$ cat config.mk
export PLATFORM = sky130hd
export DESIGN_NAME = arm_regfile_sb_flat
export DESIGN_NICKNAME = d
export VERILOG_FILES = /design/src/rtl/arm_regfile_sb_if.sv /design/src/rtl/arm_regfile_sb.sv /design/src/flat_wrapper.sv
export SDC_FILE = /design/constraint.sdc
export NUM_CORES = 1
export LEC_CHECK = 0
export CORE_MARGIN = 5
export CORE_UTILIZATION = 47
export DETAILED_ROUTE_END_ITERATION = 10
export PLACE_DENSITY = 0.67
export SYNTH_ARGS = -nofsm -noshare
export SYNTH_HDL_FRONTEND = slang
export SYNTH_SLANG_ARGS = --single-unit
$ cat constraint.sdc
create_clock -name clk -period 16.21 [get_ports clk]
set_input_delay 3.242 -clock clk [delete_from_list [all_inputs] [get_ports clk]]
set_output_delay 3.242 -clock clk [all_outputs]
set_load 0.01 [all_outputs]
$ cat src/rtl/arm_regfile_sb_if.sv
// Decode-side register file bus: write-back commit, two read ports,
// issue request and scoreboard hazard outputs.
interface arm_regfile_sb_if #(
    parameter int WIDTH = 32,
    parameter int AW    = 4
);
    logic             we3;
    logic [AW-1:0]    wa3;
    logic [WIDTH-1:0] wd3;
    logic [AW-1:0]    ra1;
    logic [AW-1:0]    ra2;
    logic [WIDTH-1:0] r15;
    logic [WIDTH-1:0] rd1;
    logic [WIDTH-1:0] rd2;
    logic             use1;
    logic             use2;
    logic             issue_en;
    logic [AW-1:0]    issue_wa;
    logic             stall;
    logic [14:0]      pending;

    modport master (
        output we3, wa3, wd3, ra1, ra2, r15,
        output use1, use2, issue_en, issue_wa,
        input  rd1, rd2, stall, pending
    );

    modport slave (
        input  we3, wa3, wd3, ra1, ra2, r15,
        input  use1, use2, issue_en, issue_wa,
        output rd1, rd2, stall, pending
    );
endinterface

$ cat src/rtl/arm_regfile_sb.sv
// ARM register file R0-R14 with write-through bypass and a
// pending-write scoreboard that stalls decode on RAW/WAW hazards.
module arm_regfile_sb #(
    parameter int WIDTH = 32,
    parameter int AW    = 4
) (
    input logic              clk,
    input logic              reset,
    arm_regfile_sb_if.slave  rf
);
    localparam logic [AW-1:0] PC = AW'(15);

    logic [WIDTH-1:0] regs [15];
    logic [14:0]      pending_q;
    logic [14:0]      pending_d;
    logic [15:0]      pend_ext;
    logic             wb_ok;
    logic             busy1;
    logic             busy2;
    logic             busy3;
    logic             stall_c;

    // Bit 15 is a constant zero so that busy(PC) is never set.
    assign pend_ext = {1'b0, pending_q};
    assign wb_ok    = rf.we3 && (rf.wa3 != PC);

    function automatic logic busy(
        input logic [AW-1:0] x,
        input logic [15:0]   p,
        input logic          hit_en,
        input logic [AW-1:0] wa
    );
        return p[x] && !(hit_en && (wa == x));
    endfunction

    function automatic logic [WIDTH-1:0] rd_sel(
        input logic [AW-1:0]    ra,
        input logic [WIDTH-1:0] stored
    );
        if (ra == PC)
            return rf.r15;
        else if (rf.we3 && (rf.wa3 == ra))
            return rf.wd3;
        else
            return stored;
    endfunction

    assign rf.rd1 = rd_sel(rf.ra1, regs[rf.ra1]);
    assign rf.rd2 = rd_sel(rf.ra2, regs[rf.ra2]);

    assign busy1 = busy(rf.ra1, pend_ext, wb_ok, rf.wa3);
    assign busy2 = busy(rf.ra2, pend_ext, wb_ok, rf.wa3);
    assign busy3 = busy(rf.issue_wa, pend_ext, wb_ok, rf.wa3);

    assign stall_c = (rf.use1 && busy1)
                  || (rf.use2 && busy2)
                  || (rf.issue_en && busy3);

    assign rf.stall   = stall_c;
    assign rf.pending = pending_q;

    // Set after clear: a same-cycle write-back and re-issue stays pending.
    always_comb begin
        pending_d = pending_q;
        if (wb_ok)
            pending_d[rf.wa3] = 1'b0;
        if (rf.issue_en && !stall_c && (rf.issue_wa != PC))
            pending_d[rf.issue_wa] = 1'b1;
    end

    always_ff @(posedge clk or posedge reset) begin
        if (reset) begin
            for (int i = 0; i < 15; i++)
                regs[i] <= '0;
            pending_q <= '0;
        end else begin
            if (wb_ok)
                regs[rf.wa3] <= rf.wd3;
            pending_q <= pending_d;
        end
    end
endmodule

$ cat src/flat_wrapper.sv
// flat-port wrapper written by rule: the top's interface ports become plain ports
module arm_regfile_sb_flat 
#(
    parameter int WIDTH = 32,
    parameter int AW    = 4
)
  (clk, reset, rf_we3, rf_wa3, rf_wd3, rf_ra1, rf_ra2, rf_r15, rf_use1, rf_use2, rf_issue_en, rf_issue_wa, rf_rd1, rf_rd2, rf_stall, rf_pending);
  arm_regfile_sb_if #(.WIDTH(WIDTH), .AW(AW)) rf_i ();
  input logic clk;
  input logic reset;
  input wire logic [$bits(rf_i.we3)-1:0] rf_we3;
  input wire logic [$bits(rf_i.wa3)-1:0] rf_wa3;
  input wire logic [$bits(rf_i.wd3)-1:0] rf_wd3;
  input wire logic [$bits(rf_i.ra1)-1:0] rf_ra1;
  input wire logic [$bits(rf_i.ra2)-1:0] rf_ra2;
  input wire logic [$bits(rf_i.r15)-1:0] rf_r15;
  input wire logic [$bits(rf_i.use1)-1:0] rf_use1;
  input wire logic [$bits(rf_i.use2)-1:0] rf_use2;
  input wire logic [$bits(rf_i.issue_en)-1:0] rf_issue_en;
  input wire logic [$bits(rf_i.issue_wa)-1:0] rf_issue_wa;
  output wire logic [$bits(rf_i.rd1)-1:0] rf_rd1;
  output wire logic [$bits(rf_i.rd2)-1:0] rf_rd2;
  output wire logic [$bits(rf_i.stall)-1:0] rf_stall;
  output wire logic [$bits(rf_i.pending)-1:0] rf_pending;
  assign rf_i.we3 = rf_we3;
  assign rf_i.wa3 = rf_wa3;
  assign rf_i.wd3 = rf_wd3;
  assign rf_i.ra1 = rf_ra1;
  assign rf_i.ra2 = rf_ra2;
  assign rf_i.r15 = rf_r15;
  assign rf_i.use1 = rf_use1;
  assign rf_i.use2 = rf_use2;
  assign rf_i.issue_en = rf_issue_en;
  assign rf_i.issue_wa = rf_issue_wa;
  assign rf_rd1 = rf_i.rd1;
  assign rf_rd2 = rf_i.rd2;
  assign rf_stall = rf_i.stall;
  assign rf_pending = rf_i.pending;
  arm_regfile_sb #(.WIDTH(WIDTH), .AW(AW)) u_core (.clk(clk), .reset(reset), .rf(rf_i));
endmodule
# Word level (Yosys, flattened, before mapping)
# Index checks and enable logic that the tools add are counted.
# W data, S select, Z words.
dict set report word_totals {
  out_inout_bits 80
  wordCells 87
  in_bits 86
  regBits 495
}
dict set report classes {
  n_reduce_logical 23
  bitwise_logic 6
  eq_ne 7
  order_cmp 10
  n_mux 25
}
# op count
set ops {}
lappend ops {{$bwmux W480} 1}
lappend ops {{$mux W32} 9}
lappend ops {{$bmux W32 S4} 2}
lappend ops {{$demux W32 S4} 1}
lappend ops {{$mux W15} 2}
lappend ops {{$lt A4 B5 Y1 const B} 4}
lappend ops {{$logic_and A1 B1 Y1} 17}
lappend ops {{$and A15 B15 Y15} 1}
lappend ops {{$ge A5 B5 Y1 const B} 3}
lappend ops {{$not A15 Y15} 1}
lappend ops {{$not A4 Y5} 3}
lappend ops {{$or A15 B15 Y15} 1}
lappend ops {{$bmux W1 S4} 3}
lappend ops {{$eq A4 B4 Y1} 3}
lappend ops {{$demux W1 S4} 2}
lappend ops {{$eq A4 B4 Y1 const B} 2}
lappend ops {{$ge A4 B1 Y1 const B} 2}
lappend ops {{$ne A4 B4 Y1 const B} 2}
lappend ops {{$lt A5 B1 Y1 const B} 1}
lappend ops {{$mux W1} 5}
lappend ops {{$logic_not A1 Y1} 4}
lappend ops {{$logic_or A1 B1 Y1} 2}

# Logic depth before layout (Yosys ltp)
dict set report logic_depth {
  ltp_word 12
  mapped_depth 9
  mapped_depth_nobuf 5
}

# Worst setup path before layout
# OpenSTA, ideal clock, no wires.
dict set report synth_timing {
  kind {input port to output port}
  from {input rf_ra2[1]}
  to {output rf_rd2[10]}
  cell_stages 7
  path_slack_ns 8.026
  arrival_time_ns 4.942
  path_buffers 3
  required_ns 12.968
  cell_sequence {buf_6 > buf_2 > buf_1 > mux4_2 > mux4_2 > mux2i_1 > a21oi_1}
}
dict set report synth_between {
  elab_chain_len 6
  word_cells_on_any_way 9
  classes_between {eq/ne (2); mux (5); bitwise (1); reduce/logical (1)}
}
# element line
set synth_lines {}
lappend synth_lines {{start: declaration} flat_wrapper.sv:15} ;# input wire logic [$bits(rf_i.ra2)-1:0] rf_ra2;
lappend synth_lines {{$not A4 Y5 (implied by the code)} arm_regfile_sb.sv:49} ;# assign rf.rd2 = rd_sel(rf.ra2, regs[rf.ra2]);
lappend synth_lines {{$bmux W32 S4} arm_regfile_sb.sv:49}
lappend synth_lines {{$mux W32 (implied by the code) (2 in series)} arm_regfile_sb.sv:49}
lappend synth_lines {{$mux W32} arm_regfile_sb.sv:42} ;# else if (rf.we3 && (rf.wa3 == ra))
lappend synth_lines {{$mux W32 (*)} arm_regfile_sb.sv:40} ;# if (ra == PC)
lappend synth_lines {{end: declaration} flat_wrapper.sv:22} ;# output wire logic [$bits(rf_i.rd2)-1:0] rf_rd2;
# Mark *: on every way between the ends. The rest lies on a longest branch, timed or not. The select of a mux whose other input is x is not followed.

# Worst setup path after layout
dict set report layout_timing {
  from {input rf_ra2[0]}
  to {output rf_rd2[19]}
}
# The elaborated chain is that of the path after synthesis.

==> reports/qor.yml <==
status:
  status: "finished, final reports clean"
run:
  maxCapViolCount: 0
clock_network:
  cts_buffer_depth: 3
  cts_resized: 0
  htreeDepth: 2
  cts_hold_buf: 0
  postCtsSetupBuffers: 0
  path_clk_slew_ns: 0.05
  cts_buffers: 53
  root_buffer: "clkbuf_16"
  cts_tree: "built"
  cts.sinks: 495
  clk_latency_ns: 0.60
layout:
  multi_input_area_um2: 14700
  design_area_um2: 31900
  nets: 2084
  final_core_util_pct: 54.1
  final_cell_mix: "dfrtp_1, mux2_2, mux4_2"
  area_growth_syn_to_layout_pct: 14.1
  mostFrequentLayoutCell: "dfrtp_1"
  nFillCells: 4829
  register_area_um2: 12400
  drive_above_1_share_pct: 44.6
worst_setup_path:
  cp-end-kind: "output pin"
  r2r-end: "u_core.rf.pending[6]$_DFF_PP0_"
  rr_startpoint: "u_core.rf.pending[1]$_DFF_PP0_"
  crit_arrival_ns: 6.92
  critical_path_class: "in2out"
  required_ns: 12.97
  path_max_fanout: 48
  rr_worst_depth: 5
  rrSetupSlack_ns: 13.99
  critPathLaunchType: "input pin"
global_route:
  globalRouteOverflowTotal: 0
  grt_pass1_wl_um: 121000
  grt_max_degree: 190
  antenna_found_initial: 2
  grt_usage_pct: 24.6
  grt_pass1_vias: 19100
route:
  first_iter_violations: 1330
  first_pass_iters: 5
  routed_wl_um: 78900
  route.detailed.drc: 0
  routedWlPerCell_um: 28.0
  postRouteAntennaNets: 0
  vias_per_cell: 6.39
  vias: 18000
placed_design:
  place_hpwl_um: 45400
  placed_area_um2: 30100
  port_buffers: 165
  place.gp.congestion: 0.829
floorplan:
  die_w_um: 254
  fp.dieArea_um2: 64500
  boundaryPins: 166
  die_height_um: 254
  start_util_pct: 47.4
  rows: 89
  core_um2: 59000
logic_synthesis:
  netlist_area_um2: 28000
  syn_inst: 1934
  synth_ff_type: "dfrtp_1"
  synth.net_count: 2020
  synthArstFlopShare_pct: 100
  ys_warn_count: 0
  syn_avg_cell_area_um2: 14.5
  yosys.cell_types.count: 46
  synth_edf_count: 0
  ys_seq_area_share_pct: 44.3
  yosys_register_bits: 495
pwr:
  leakagePower_nw: 12.9
  peakVddDrop_v: 0.0000862
  power_density_nw_per_um2: 129
hold_path:
  whs_endpoint: "u_core.regs[235]$_DFFE_PP0P_"
  min_path_cells: 1
  hp-class: "reg2reg"
  hold_path.startpoint: "u_core.regs[235]$_DFFE_PP0P_"
sta:
  rsz0062_at_grt: "false"
  skew_ns: 0.00292
  setup_tns_ns: 0
  fmaxAchievable_mhz: 98.4
  finalSetupViolCount: 0
  slew_violations: 0
  relSlewSlack_pct: 26.9
  fin_crit_sh_pct: 62.7
  min_period_ns: 10.16
  worst_pin_slew_ns: 1.10
  hold_viol_final: 0
## per-stage QoR
stage / cells / worst slack (ns) / total power, W / hold WS, ns
after CTS: 2812 / 6.02 / 0.00413 / 0.524
after global placement: 2716 / 6.07 / 0.00280 / 0.499
after detailed placement: 2716 / 6.01 / 0.00285 / 0.510
after global routing: 2812 / 5.84 / 0.00430 / 0.539
final: 2813 / 6.05 / 0.00410 / 0.524
after floorplan: 1934 / 6.25 / 0.00248 / 0.491
## worst max-delay path: stages
cell             delay, ns
clkbuf_8              0.45
buf_4                 0.67
xor2_1                0.13
nor3_1                0.24
and3_2                0.65
buf_4                 0.54
mux2i_1               0.17
a21oi_1               0.18
clkdlybuf4s50_1       0.56
## cell families after synthesis
logic type	Yosys count	share of synthesized area, %
multiplexers	848	44.3
flip-flops	495	44.3
AO/OA/AOI/OAI	159	4.32
buffers and inverters	209	3.46
XOR/XNOR	11	0.344
AND/OR/NAND/NOR	212	3.33
## final cells by class
| cell class | instances | share of cell area, % |
|---|---|---|
| Antenna cell | 1 | 0.00784 |
| Timing Repair Buffer | 206 | 6.16 |
| Clock buffer | 80 | 5.11 |
| Multi-Input combinational cell | 1230 | 46.1 |
| Clock inverter | 16 | 0.662 |
| Tap cell | 773 | 3.03 |
| Sequential cell | 495 | 38.8 |
| Inverter | 12 | 0.153 |
## cell usage after synthesis (11+ instances only)
cell type	count	area (um2)
mux2i_1	104	1040
mux2_2	481	5420
a21oi_1	32	160
nor2_1	78	293
inv_1	11	41.3
dfrtp_1	495	12400
a31oi_1	33	206
clkbuf_1	93	349
buf_1	16	60.1
nand2_1	85	319
mux4_2	262	5900
o2bb2ai_1	64	561
buf_2	71	355
## per-layer routing
metal | global-route usage, % | up-vias | part of all wire, %
met5 | 0 | - | 0.016
met4 | 6.08 | 2 | 2.4
met3 | 3.98 | 118 | 5.6
met2 | 41.4 | 517 | 50
met1 | 33.8 | 9700 | 42
li1 | - | 7626 | -
## how the worst max path moves through the flow
stage / from / endpoint
6_report: rf_ra2[0] / rf_rd2[19]
5_1_grt: rf_ra2[0] / rf_rd2[23]
3_5_place_dp: rf_ra2[0] / rf_rd2[19]
3_3_place_gp: rf_ra2[0] / rf_rd2[13]
4_1_cts: rf_ra2[0] / rf_rd2[14]
2_1_floorplan: reset / u_core.regs[0]$_DFFE_PP0P_
## where the power goes
group	total (W)	internal, W	switching (W)
logic	0.00108	0.000677	0.000406
registers	0.00175	0.00153	0.000218
clock network	0.00127	0.000769	0.000505
## state kept, by name (all words and copies together), names as in the netlist
signal and cells:
u_core.rf.pending 15, u_core.regs 480
(Power assumes the default switching activity.)
